**src/rtl/csla_bist_pkg.sv**
```systemverilog
// csla_bist_pkg: FSM states and width helpers for the carry-select adder self-test
package csla_bist_pkg;
  typedef enum logic [1:0] {IDLE, WAIT, CHECK, DONE} state_t;
  function automatic int idx_w(input int w);
    return 2 * w + 1;
  endfunction
  function automatic int cnt_w(input int w);
    return 2 * w + 2;
  endfunction
endpackage

```
**src/rtl/csla_golden.sv**
```systemverilog
// csla_golden: reference a+b+cin producing {cout,s}
module csla_golden #(
  parameter int WIDTH = 4
) (
  input  logic [WIDTH-1:0] a,
  input  logic [WIDTH-1:0] b,
  input  logic             cin,
  output logic [WIDTH:0]   sum
);
  assign sum = {1'b0, a} + {1'b0, b} + {{WIDTH{1'b0}}, cin};
endmodule

```
**src/rtl/csla_bist.sv**
```systemverilog
// csla_bist: exhaustive sweep of adder vectors with error count and first-fail capture
module csla_bist
  import csla_bist_pkg::*;
#(
  parameter int WIDTH  = 4,
  parameter int SETTLE = 1
) (
  input  logic               clk,
  input  logic               rst,
  input  logic               start,
  output logic [WIDTH-1:0]   dut_a,
  output logic [WIDTH-1:0]   dut_b,
  output logic               dut_cin,
  input  logic [WIDTH-1:0]   dut_s,
  input  logic               dut_cout,
  output logic               busy,
  output logic               done,
  output logic               pass,
  output logic [2*WIDTH+1:0] err_count,
  output logic               fail_valid,
  output logic [2*WIDTH:0]   first_fail
);
  localparam int IW = idx_w(WIDTH);
  localparam int CW = cnt_w(WIDTH);
  localparam int SW = $clog2(SETTLE + 1);
  if (SETTLE < 1) begin : g_bad_settle
    $error("SETTLE must be at least 1");
  end
  state_t        state;
  logic [IW-1:0] idx;
  logic [SW-1:0] settle;
  logic [WIDTH:0] gold;
  logic          miss;
  logic          go;
  logic [CW-1:0] err_next;
  csla_golden #(.WIDTH(WIDTH)) u_golden (
    .a  (dut_a),
    .b  (dut_b),
    .cin(dut_cin),
    .sum(gold)
  );
  assign miss     = {dut_cout, dut_s} != gold;
  assign err_next = err_count + CW'(miss);
  assign go       = start && (state == IDLE || state == DONE);
  always_ff @(posedge clk) begin
    if (rst) begin
      state                     <= IDLE;
      idx                       <= '0;
      settle                    <= '0;
      {dut_a, dut_b, dut_cin}   <= '0;
      busy                      <= 1'b0;
      done                      <= 1'b0;
      pass                      <= 1'b0;
      err_count                 <= '0;
      fail_valid                <= 1'b0;
      first_fail                <= '0;
    end else if (go) begin
      state                     <= WAIT;
      idx                       <= '0;
      settle                    <= SW'(SETTLE);
      {dut_a, dut_b, dut_cin}   <= '0;
      busy                      <= 1'b1;
      done                      <= 1'b0;
      pass                      <= 1'b0;
      err_count                 <= '0;
      fail_valid                <= 1'b0;
      first_fail                <= '0;
    end else if (state == WAIT) begin
      settle <= settle - 1'b1;
      if (settle == SW'(1)) state <= CHECK;
    end else if (state == CHECK) begin
      err_count <= err_next;
      if (miss && !fail_valid) begin
        first_fail <= idx;
        fail_valid <= 1'b1;
      end
      if (&idx) begin
        state <= DONE;
        busy  <= 1'b0;
        done  <= 1'b1;
        pass  <= err_next == '0;
      end else begin
        idx                     <= idx + 1'b1;
        {dut_a, dut_b, dut_cin} <= idx + 1'b1;
        settle                  <= SW'(SETTLE);
        state                   <= WAIT;
      end
    end
  end
endmodule

```
**config.mk**
```make
export PLATFORM = sky130hd
export DESIGN_NAME = csla_bist
export DESIGN_NICKNAME = d
export VERILOG_FILES = /design/src/rtl/csla_bist_pkg.sv /design/src/rtl/csla_golden.sv /design/src/rtl/csla_bist.sv
export SDC_FILE = /design/constraint.sdc
export NUM_CORES = 1
export LEC_CHECK = 0
export BUFFER_PORTS_ARGS = -buffer_cell sky130_fd_sc_hd__buf_2
export CORE_UTILIZATION = 30
export DETAILED_ROUTE_END_ITERATION = 6
export GPL_TIMING_DRIVEN = 0
export SLEW_MARGIN = 15
export SYNTH_ARGS = -nofsm -noshare
export SYNTH_HDL_FRONTEND = slang
export SYNTH_HIERARCHICAL = 1
export SYNTH_SLANG_ARGS = --single-unit
```
**constraint.sdc**
```tcl
create_clock -name clk -period 3.4 [get_ports clk]
set_input_delay 0.34 -clock clk [delete_from_list [all_inputs] [get_ports clk]]
set_output_delay 0.34 -clock clk [all_outputs]
set_load 0.01 [all_outputs]
```
==> impl_results.md, run 1 <==
* Status: finished clean
* WP buf/inv at 1
* Final TNS setup at 0 ps
* CTS buffer count at 5
* Num ports at 40
* Number of vias per cell at 4.63
* Syn nets at 219
* Post-route ant nets at 0
* Worst-path maximum fanout at 6
* Crit start category: register
* Worst EP arrival at 3350 ps
* Max Slew Vio Count at 0
* Clock Root Buffer: clkbuf_8
* Slew HR at 62.2%
* Die area at 0.00634 sq mm
* Initial antenna violation count at 0
* Area leader, netlist: dfxtp_1
* Largest net degree at the start of global routing at 11
* Top cell type's share of synthesized area at 38.8%
* Clock Latency Late Sink at 280 ps
* Worst hold path class: in2reg
* Count of input and output buffers at 39
* Cell Pwr Density at 406 mW/mm^2
* Yosys Warn Count at 6
* Core Footprint at 0.00564 sq mm
* H-tree depth at 2
* Synth top area cells: dfxtp_1, xor2_1, nor2_1, mux2i_1, ha_1
* Endpoint class of the critical path: register
* Die width at 79.6 microns
* Final GP Congestion at 0.767
* Layout fillers at 588
* Post-Synth Simple-Gate Area at 22.3%
* TritonRoute pass-1 iters at 4
* Worst reg-to-reg setup slack at 260 ps
* DP Cell Count at 310
* Fin Clk Skew at 9.62 ps
* Max Fclk at 0.319 GHz
* Post-detail-place hpwl at 2850 microns
* Final Critical Period at 3140 ps
* CTS Sinks at 35
* Final Hold Viols at 0
* Crit path kind: reg2reg
* Synthesized area at 0.00181 sq mm
* Slowest cell on crit path: fa_1
* Initial drt markers at 38
* Critical-path cell list: fa_1, inv_1, fa_1, nor2b_1, o21ai_0, nand2b_1, xor2_1, nor3_2, nand3_1, ha_2, ha_2, and4_1, and2_1, xnor2_1, nand3_1, o21ai_2
* XOR/XNOR Fraction of Synth Area at 13.6%
* Cell Rows at 27
* Share of post-route cells with drive strength above 1 at 23.6%
* Period utilization at 92.2%
* Non-Filler Instances at 318
* Most frequent cells in the layout: buf_2, nor2_1, dfxtp_1
* CP required at 3610 ps
* Synth Area in Compound Gates at 5.61%
* Routed len/inst at 12.1 microns
* Synth cell types at 38
* Routed wire length at 3840 microns
* Leakage at 0.916 nW
* Max-Cap Viols at 0
* Dominant combinational cell family by area after synthesis: simple AND/OR/NAND/NOR gates
* Slew at the pin closest to its max-slew limit at 567 ps
* First-pass GRT wire length at 6440 microns
* N_diodes at 0
* Largest delay share family, worst path: adder cells
* Worst-path clk slew at 70 ps
* Overflow after GRT at 0
* Routed via count at 1471
* Vert. Die Dim at 79.6 microns
* CTS tree: done
* Finish-stage setup viols at 0
* Peak supply drop at 0.214 mV
* Vias in the first global route at 1356
* Gr usage total at 13.1%
* Starting density of the core at 32.0%
* Worst slack, placed at 26.3 ps
* Mux cell area share after synthesis at 7.20%
* RSZ-0062 raised after global routing: no
* Cells after Synth at 199
* CTS Hold Buffers Added at 0
* Mean area per synthesized cell at 9.08 sq um
* Clk buf depth at 2
* Adder-Cell Fraction of Synth Area at 9.14%
* Number of synthesized register bits at 35
* Final WS setup at 264 ps
* Fin nets at 265
* Commonest non-fill, non-tap cell in the layout: buf_2
* Detailed-route DRC error count at 0
* Largest stage delay on the critical path at 450 ps
* Post-synthesis sequential area ratio at 38.8%
* Area delta synth->final at 21.1%
-- worst paths after layout --
| kind | from | cells after the start | to |
|---|---|---|---|
| worst min-delay path | rst | 2 | busy$_SDFFE_PP0P_ |
| worst min register to register | done$_SDFFE_PP0P_ | 2 | done$_SDFFE_PP0P_ |
| worst max register to register | dut_a[0]$_SDFFE_PP0P_ | 16 | pass$_SDFFE_PP0P_ |
| worst max-delay path | dut_a[0]$_SDFFE_PP0P_ | 16 | pass$_SDFFE_PP0P_ |
-- worst reg2reg max path, delay by kind of cell, from the launching register on --
kind                       cells  cell delay (ps)
buffers and inverters          1               90
xor gates and xnor gates       2              330
and+or+nand+nor                7              950
AOI/OAI and AO/OA              2              280
adders and majority gates      4             1090
DFF                            1              350
-- flip-flops by register name, indices dropped and copies added, names as in the netlist --
| name | cells |
|---|---|
| busy | 1 |
| fail_valid | 1 |
| settle | 1 |
| err_count | 10 |
| state | 2 |
| done | 1 |
| dut_b | 3 |
| dut_a | 4 |
| first_fail | 9 |
| idx | 2 |
| pass | 1 |
-- per-stage QoR --
step / util, % / total power (W) / hold slack, ps / instance area (sq um)
after floorplan: - / 0.000562 / 409 / 1810
after global placement: 37.1 / 0.000602 / 436 / 2090
after detailed placement: 37.1 / 0.000605 / 438 / 2090
after CTS: 38.6 / 0.000900 / 275 / 2180
after global routing: 38.8 / 0.000936 / 290 / 2190
final: 38.8 / 0.000888 / 290 / 2190
-- routing by layer --
metal / GRT usage [%] / vias up / share of wire [%]
li1: - / 761 / -
met1: 16.8 / 668 / 50
met2: 21.7 / 38 / 44
met3: 3.31 / 4 / 5.0
met4: 3.27 / 0 / 0.89
met5: 0 / - / 0
-- report_power, final --
part / internal [W] / switching (W) / leakage (nW)
sequential: 0.000426 / 0.0000146 / 0.284
combinational: 0.0000589 / 0.0000963 / 0.589
clock: 0.000144 / 0.000148 / 0.0422
total: 0.000629 / 0.000259 / 0.916
-- final cells by class --
cell class	instances	area, sq um	area share [%]
Clock inverter	1	5.00	0.229
Buffer	6	27.5	1.26
Timing Repair Buffer	39	195	8.92
Multi-Input combinational cell	149	1050	48.2
Sequential cell	35	704	32.2
Inverter	9	33.8	1.54
Clock buffer	7	76.3	3.49
Tap cell	72	90.1	4.12
-- repair_timing --
action | in CTS | in global routing
endpoints found under the hold margin | 0 | 0
buffers inserted | 0 | 0
setup endpoints to repair | 1 | 3
gates resized for setup | 1 | 5
-- kinds of logic (layout without fill, tap and decap cells) --
group | count (synthesis) | after routing
xor gates and xnor gates | 28 | 28
muxes | 13 | 13
and+or+nand+nor | 81 | 81
DFF | 35 | 35
AOI/OAI and AO/OA | 15 | 15
adders and majority gates | 12 | 12
buffers and inverters | 15 | 62
-- synth_stat cells (all sizes together) --
cell type and instances:
and3 2, clkbuf 3, o21ai 3, nor4 1
nand3 9, inv 9, and4 1, a22o 1
and2 2, fa 2, dfxtp 35, xor2 18
nand2b 2, nand3b 1, xnor2 10, nor3b 1
nand4b 1, a21o 1, nand2 10, nand4 7
or3 1, nor2b 2, ha 10, nor2 37
or2 1, a211oi 2, nor3 3, a211o 1
mux2i 13, a21oi 6, a311oi 1, buf 3
Power figures use the tool's default switching activity.
==> run 2: changes to the inputs <==
--- a/config.mk
+++ b/config.mk
@@ -12,5 +12,4 @@
 export SLEW_MARGIN = 15
 export SYNTH_ARGS = -nofsm -noshare
 export SYNTH_HDL_FRONTEND = slang
-export SYNTH_HIERARCHICAL = 1
 export SYNTH_SLANG_ARGS = --single-unit
==> impl_results.md, run 2 <==
* Endpoint class of the critical path: register
* Worst slack, placed at -173 ps
* Starting density of the core at 32.0%
* Max Fclk at 0.304 GHz
* Synthesized area at 0.00180 sq mm
* Worst Hold Launch: rst
* Most frequent cell after synthesis: dfxtp_1
* Post-detail-place hpwl at 3010 microns
* Crit start category: register
* Most frequent cells in the layout: buf_2, dfxtp_1, nand2_1
* Sequential share of power at 47.2%
* Core Footprint at 0.00564 sq mm
* Gr usage total at 15.0%
* Detailed-route DRC error count at 0
* Worst-path clk slew at 70 ps
* Largest stage delay on the critical path at 430 ps
* Worst EP arrival at 3520 ps
* Slew at the pin closest to its max-slew limit at 689 ps
* Fin util at 41.0%
* Area after DPL at 0.00210 sq mm
* Ys async rst share at 0%
* Fin nets at 279
* Max-Cap Viols at 0
* Finished Cell Area at 0.00231 sq mm
* Clk pwr share at 36.8%
* Final GP Congestion at 0.755
* Num ports at 40
* Largest delay share family, worst path: adder cells
* Hold Path Depth at 2
* CTS buffer count at 5
* CTS Sinks at 35
* Leakage at 0.973 nW
* Cell Pwr Density at 397 mW/mm^2
* Post-synth EDFFs at 0
* Cell Rows at 27
* Final TNS setup at 0 ps
* Non-Filler Instances at 332
* Worst-path maximum fanout at 4
* Layout fillers at 566
* Initial drt markers at 33
* Clock Latency Late Sink at 290 ps
* Routed wire length at 4260 microns
* Synth top area cells: dfxtp_1, ha_1, xor2_1, nand2_1, mux2i_1
* Post-synth top flop: dfxtp_1
* Synth cell types at 36
* Slowest cell on crit path: fa_2
* Pint at 0.000665 W
* Count of input and output buffers at 39
* Die area at 0.00632 sq mm
* Final WS setup at 111 ps
* Largest net degree at the start of global routing at 11
* Final Critical Period at 3290 ps
* CP required at 3630 ps
* Area delta synth->final at 28.3%
* Routed len/inst at 12.8 microns
* DP Cell Count at 318
* Switching Share at 27.5%
* Status: finished clean
* Die width at 79.5 microns
* Yosys Warn Count at 0
* Fin Clk Skew at 5.04 ps
* Clk buf depth at 2
* Slew HR at 54.0%
* Max reg flops at 10
* Post-synthesis sequential area ratio at 38.9%
* Period utilization at 96.7%
* Syn nets at 227
* Initial antenna violation count at 0
* Number of vias per cell at 4.79
* Vert. Die Dim at 79.5 microns
* Hold EP: settle$_SDFFE_PP0P_
* Worst R2R Path Depth at 14
* TritonRoute pass-1 iters at 4
* First-pass GRT wire length at 7270 microns
* CTS tree: done
* Commonest non-fill, non-tap cell in the layout: buf_2
* Mean area per synthesized cell at 8.71 sq um
* Cells after Synth at 207
* N_diodes at 0
* Worst hold path class: in2reg
* Share of post-route cells with drive strength above 1 at 29.2%
* Critical-path cell list: inv_4, fa_2, inv_2, fa_2, xnor2_2, nand3_2, or3_4, ha_4, ha_4, xor2_1, or3_4, a211oi_2, o311ai_2, a21oi_1
* Crit path kind: reg2reg
* Overflow after GRT at 0
* Clock Root Buffer: clkbuf_8
* Post-route ant nets at 0
* Area leader, netlist: dfxtp_1
* FF-to-FF End: pass$_SDFFE_PP0P_
* RSZ-0062 raised after global routing: yes
* FF-to-FF Start: idx[0]$_SDFFE_PP0P_
* WP buf/inv at 2
* Top cell type's share of synthesized area at 38.9%
* Top cells by count, synth: dfxtp_1, nand2_1, nor2_1
* Logic gate share of total power at 16.0%
* Number of synthesized register bits at 35
* Finish-stage setup viols at 0
* Routed via count at 1590
* Max Slew Vio Count at 0
* Switch Pwr at 0.000253 W
* Worst reg-to-reg setup slack at 110 ps
* CTS Hold Buffers Added at 0
* H-tree depth at 2
* Peak supply drop at 0.164 mV
* Final Hold Viols at 0
* Largest Register: err_count
* Vias in the first global route at 1516
-- run 2: changes by cell type after synthesis, moves of 3 or more --
cell,previous run,this run
a21oi_1,5,11
xor2_1,18,14
nand2_1,10,31
nor2_1,37,22
and3_1,1,4
o21ai_0,2,5
-- run 2: repair_timing --
| item | CTS | global route |
|---|---|---|
| pin swaps | 3 | 11 |
| gates resized for setup | 7 | 10 |
| setup endpoints to repair | 1 | 2 |
| buffers inserted | 3 | 3 |
-- run 2: final cells by class --
| cell class | count | area, sq um | area share, % |
|---|---|---|---|
| clock buffer | 8 | 100 | 4.33 |
| multi-input combinational | 157 | 1110 | 47.9 |
| timing repair buffer | 45 | 240 | 10.4 |
| sequential | 35 | 712 | 30.8 |
| tap | 72 | 90.1 | 3.89 |
| inverter | 9 | 36.3 | 1.57 |
| buffer | 6 | 27.5 | 1.19 |
-- run 2: cell families after synthesis --
logic type | Yosys count | share of synthesized area [%]
xor gates and xnor gates | 23 | 11.2
AOI/OAI and AO/OA | 24 | 8.40
muxes | 11 | 6.11
buffers and inverters | 15 | 3.40
and+or+nand+nor | 87 | 22.9
adders and majority gates | 12 | 9.16
DFF | 35 | 38.9
-- run 2: worst register-to-register path, delay by kind of cell, from the launching register on --
kind	cells	cell delay, ps
adders and majority gates	4	1170
xor gates and xnor gates	2	290
and+or+nand+nor	3	770
DFF	1	380
AOI/OAI and AO/OA	3	510
buffers and inverters	2	110
-- run 2: power by group through the flow --
stage,clock network [W],logic (W),registers (W)
after floorplan,0,0.0000991,0.000443
after global placement,0,0.000139,0.000443
after detailed placement,0,0.000140,0.000444
after CTS,0.000348,0.000144,0.000433
after global routing,0.000369,0.000166,0.000435
final,0.000338,0.000147,0.000433
-- run 2: through the flow --
| stage | total power [W] | hold slack, ps |
|---|---|---|
| after floorplan | 0.000542 | 409 |
| after global placement | 0.000582 | 442 |
| after detailed placement | 0.000584 | 446 |
| after CTS | 0.000926 | 257 |
| after global routing | 0.000970 | 271 |
| final | 0.000918 | 267 |
-- run 2: metal layers --
layer	share of wire (%)	vias up	wire [microns]	track usage [%]
met4	1.0	0	44	4.36
met2	46	39	1950	23.7
li1	-	810	-	-
met3	6.4	5	274	6.17
met5	0	-	0	0
met1	47	736	1990	18.5
-- run 2: worst max-delay path by stage --
stage	from	end	cells past startpoint
3_5_place_dp	dut_a[0]$_SDFFE_PP0P_	pass$_SDFFE_PP0P_	14
5_1_grt	idx[0]$_SDFFE_PP0P_	pass$_SDFFE_PP0P_	14
4_1_cts	idx[0]$_SDFFE_PP0P_	pass$_SDFFE_PP0P_	14
6_report	idx[0]$_SDFFE_PP0P_	pass$_SDFFE_PP0P_	14
3_3_place_gp	dut_a[0]$_SDFFE_PP0P_	pass$_SDFFE_PP0P_	14
2_1_floorplan	dut_a[0]$_SDFFE_PP0P_	pass$_SDFFE_PP0P_	14
==> run 3: changes to the inputs <==
--- a/config.mk
+++ b/config.mk
@@ -6,9 +6,12 @@
 export NUM_CORES = 1
 export LEC_CHECK = 0
 export BUFFER_PORTS_ARGS = -buffer_cell sky130_fd_sc_hd__buf_2
+export CELL_PAD_IN_SITES_DETAIL_PLACEMENT = 1
+export CELL_PAD_IN_SITES_GLOBAL_PLACEMENT = 1
 export CORE_UTILIZATION = 30
 export DETAILED_ROUTE_END_ITERATION = 6
 export GPL_TIMING_DRIVEN = 0
+export PLACE_DENSITY_LB_ADDON = 0.1
 export SLEW_MARGIN = 15
 export SYNTH_ARGS = -nofsm -noshare
 export SYNTH_HDL_FRONTEND = slang
==> impl_results.md, run 3 (synthesis results as in run 2) <==
* Status: finished clean
* RSZ-0062 raised after global routing: yes
* Met2 wire length at 2310 microns
* Worst slack, placed at -218 ps
* CTS Hold Buffers Added at 0
* Total Power at 0.000962 W
* Commonest non-fill, non-tap cell in the layout: buf_2
* Non-Filler Instances at 331
* Largest net degree at the start of global routing at 13
* Clock Latency Late Sink at 290 ps
* Worst EP arrival at 3540 ps
* Core Footprint at 0.00564 sq mm
* CTS tree: done
* Endpoint class of the critical path: register
* Cell Pwr Density at 416 mW/mm^2
* Num ports at 40
* Hold Path Depth at 2
* Most frequent cells in the layout: buf_2, dfxtp_1, nand2_1
* Die width at 79.5 microns
* Max-Cap Viols at 0
* Area delta synth->final at 28.2%
* Max Fclk at 0.302 GHz
* N_diodes at 0
* Final Hold Viols at 0
* Starting density of the core at 32.0%
* TritonRoute pass-1 iters at 5
* Max Slew Vio Count at 0
* DP Cell Count at 318
* Worst-path maximum fanout at 5
* Finish-stage setup viols at 0
* Final GP Congestion at 0.735
* CP required at 3630 ps
* Clock Root Buffer: clkbuf_8
* Post-detail-place hpwl at 3300 microns
* Fin Clk Skew at 10.2 ps
* Overflow after GRT at 0
* Period utilization at 97.6%
* Metal-1 WL at 2090 microns
* Slew at the pin closest to its max-slew limit at 688 ps
* Detailed-route DRC error count at 0
* Crit start category: register
* Die area at 0.00632 sq mm
* Crit path kind: reg2reg
* Cell Rows at 27
* Vert. Die Dim at 79.5 microns
* Final Critical Period at 3320 ps
* CTS buffer count at 5
* Met3 Wirelength at 212 microns
* Count of input and output buffers at 39
* Largest Register: err_count
* Share of post-route cells with drive strength above 1 at 28.2%
* First-pass GRT wire length at 7760 microns
* CTS Sinks at 35
* Top Layer Used: met4
* Slew HR at 54.1%
* Initial drt markers at 75
* Worst hold path class: in2reg
* Fin nets at 278
* Post-route ant nets at 0
* H-tree depth at 2
* Routed wire length at 4670 microns
* Max reg flops at 10
* Peak supply drop at 0.155 mV
* Vias in the first global route at 1598
* Routed len/inst at 14.1 microns
* Final WS setup at 83.2 ps
* Initial antenna violation count at 0
* Gr usage total at 16.0%
* Worst-path clk slew at 80 ps
* Number of vias per cell at 4.86
* Clk buf depth at 2
* Routed via count at 1610
* Leakage at 0.961 nW
* Worst R2R Path Depth at 14
-- run 3: path summary, 6_finish.rpt --
| path | start | endpoint | slack [ps] |
|---|---|---|---|
| worst min-delay path | rst | settle$_SDFFE_PP0P_ | 270 |
| worst max-delay path | dut_b[0]$_SDFFE_PP0P_ | pass$_SDFFE_PP0P_ | 80 |
| worst max register to register | dut_b[0]$_SDFFE_PP0P_ | pass$_SDFFE_PP0P_ | 80 |
| worst min register to register | done$_SDFFE_PP0P_ | done$_SDFFE_PP0P_ | 460 |
-- run 3: metrics by stage --
| stage | instance area, sq um | hold slack [ps] | setup TNS [ps] | utilization [%] |
|---|---|---|---|---|
| 2_1_floorplan | 1810 | 409 | 0 | - |
| 3_3_place_gp | 2100 | 445 | -234 | 37.2 |
| 3_5_place_dp | 2100 | 445 | -223 | 37.2 |
| 4_1_cts | 2270 | 258 | 0 | 40.3 |
| 5_1_grt | 2310 | 271 | -84.9 | 41.0 |
| 6_report | 2310 | 268 | 0 | 41.0 |
-- run 3: cell type report --
type                    instances  area (sq um)
clock inverters                 3          43.8
repair buffers                 44           233
plain buffers                   6          27.5
clock buffers                   5          68.8
multi-input cells             157          1100
inverters                       9          33.8
flip-flops and latches         35           712
well taps                      72          90.1
fillers                       681          3330
-- run 3: metal layers --
metal | up-vias | track usage (%)
met5 | - | 0
met4 | 0 | 4.36
met3 | 7 | 4.00
met2 | 36 | 28.3
met1 | 760 | 19.0
li1 | 807 | -
-- run 3: timing repair --
item                                    in CTS  in global routing
gates cloned                                 0                  0
setup buffers                                4                  1
endpoints found under the setup margin       2                  2
pin swaps                                    4                  9
resized for setup                            7                  7
endpoints found under the hold margin        0                  0
-- run 3: critical path, stage by stage, from the launching register on --
cell,delay (ps)
dfxtp_4,360
inv_2,40
fa_2,380
inv_2,60
fa_2,420
xnor2_1,160
nand3_1,120
or3_4,360
ha_4,190
ha_4,180
xor2_2,140
or3_4,340
a211oi_4,230
o311ai_2,130
a21oi_1,130
-- run 3: power by group --
part | internal, W | switching [W]
logic | 0.0000573 | 0.0000936
clock network | 0.000218 | 0.000161
registers | 0.000422 | 0.00000970
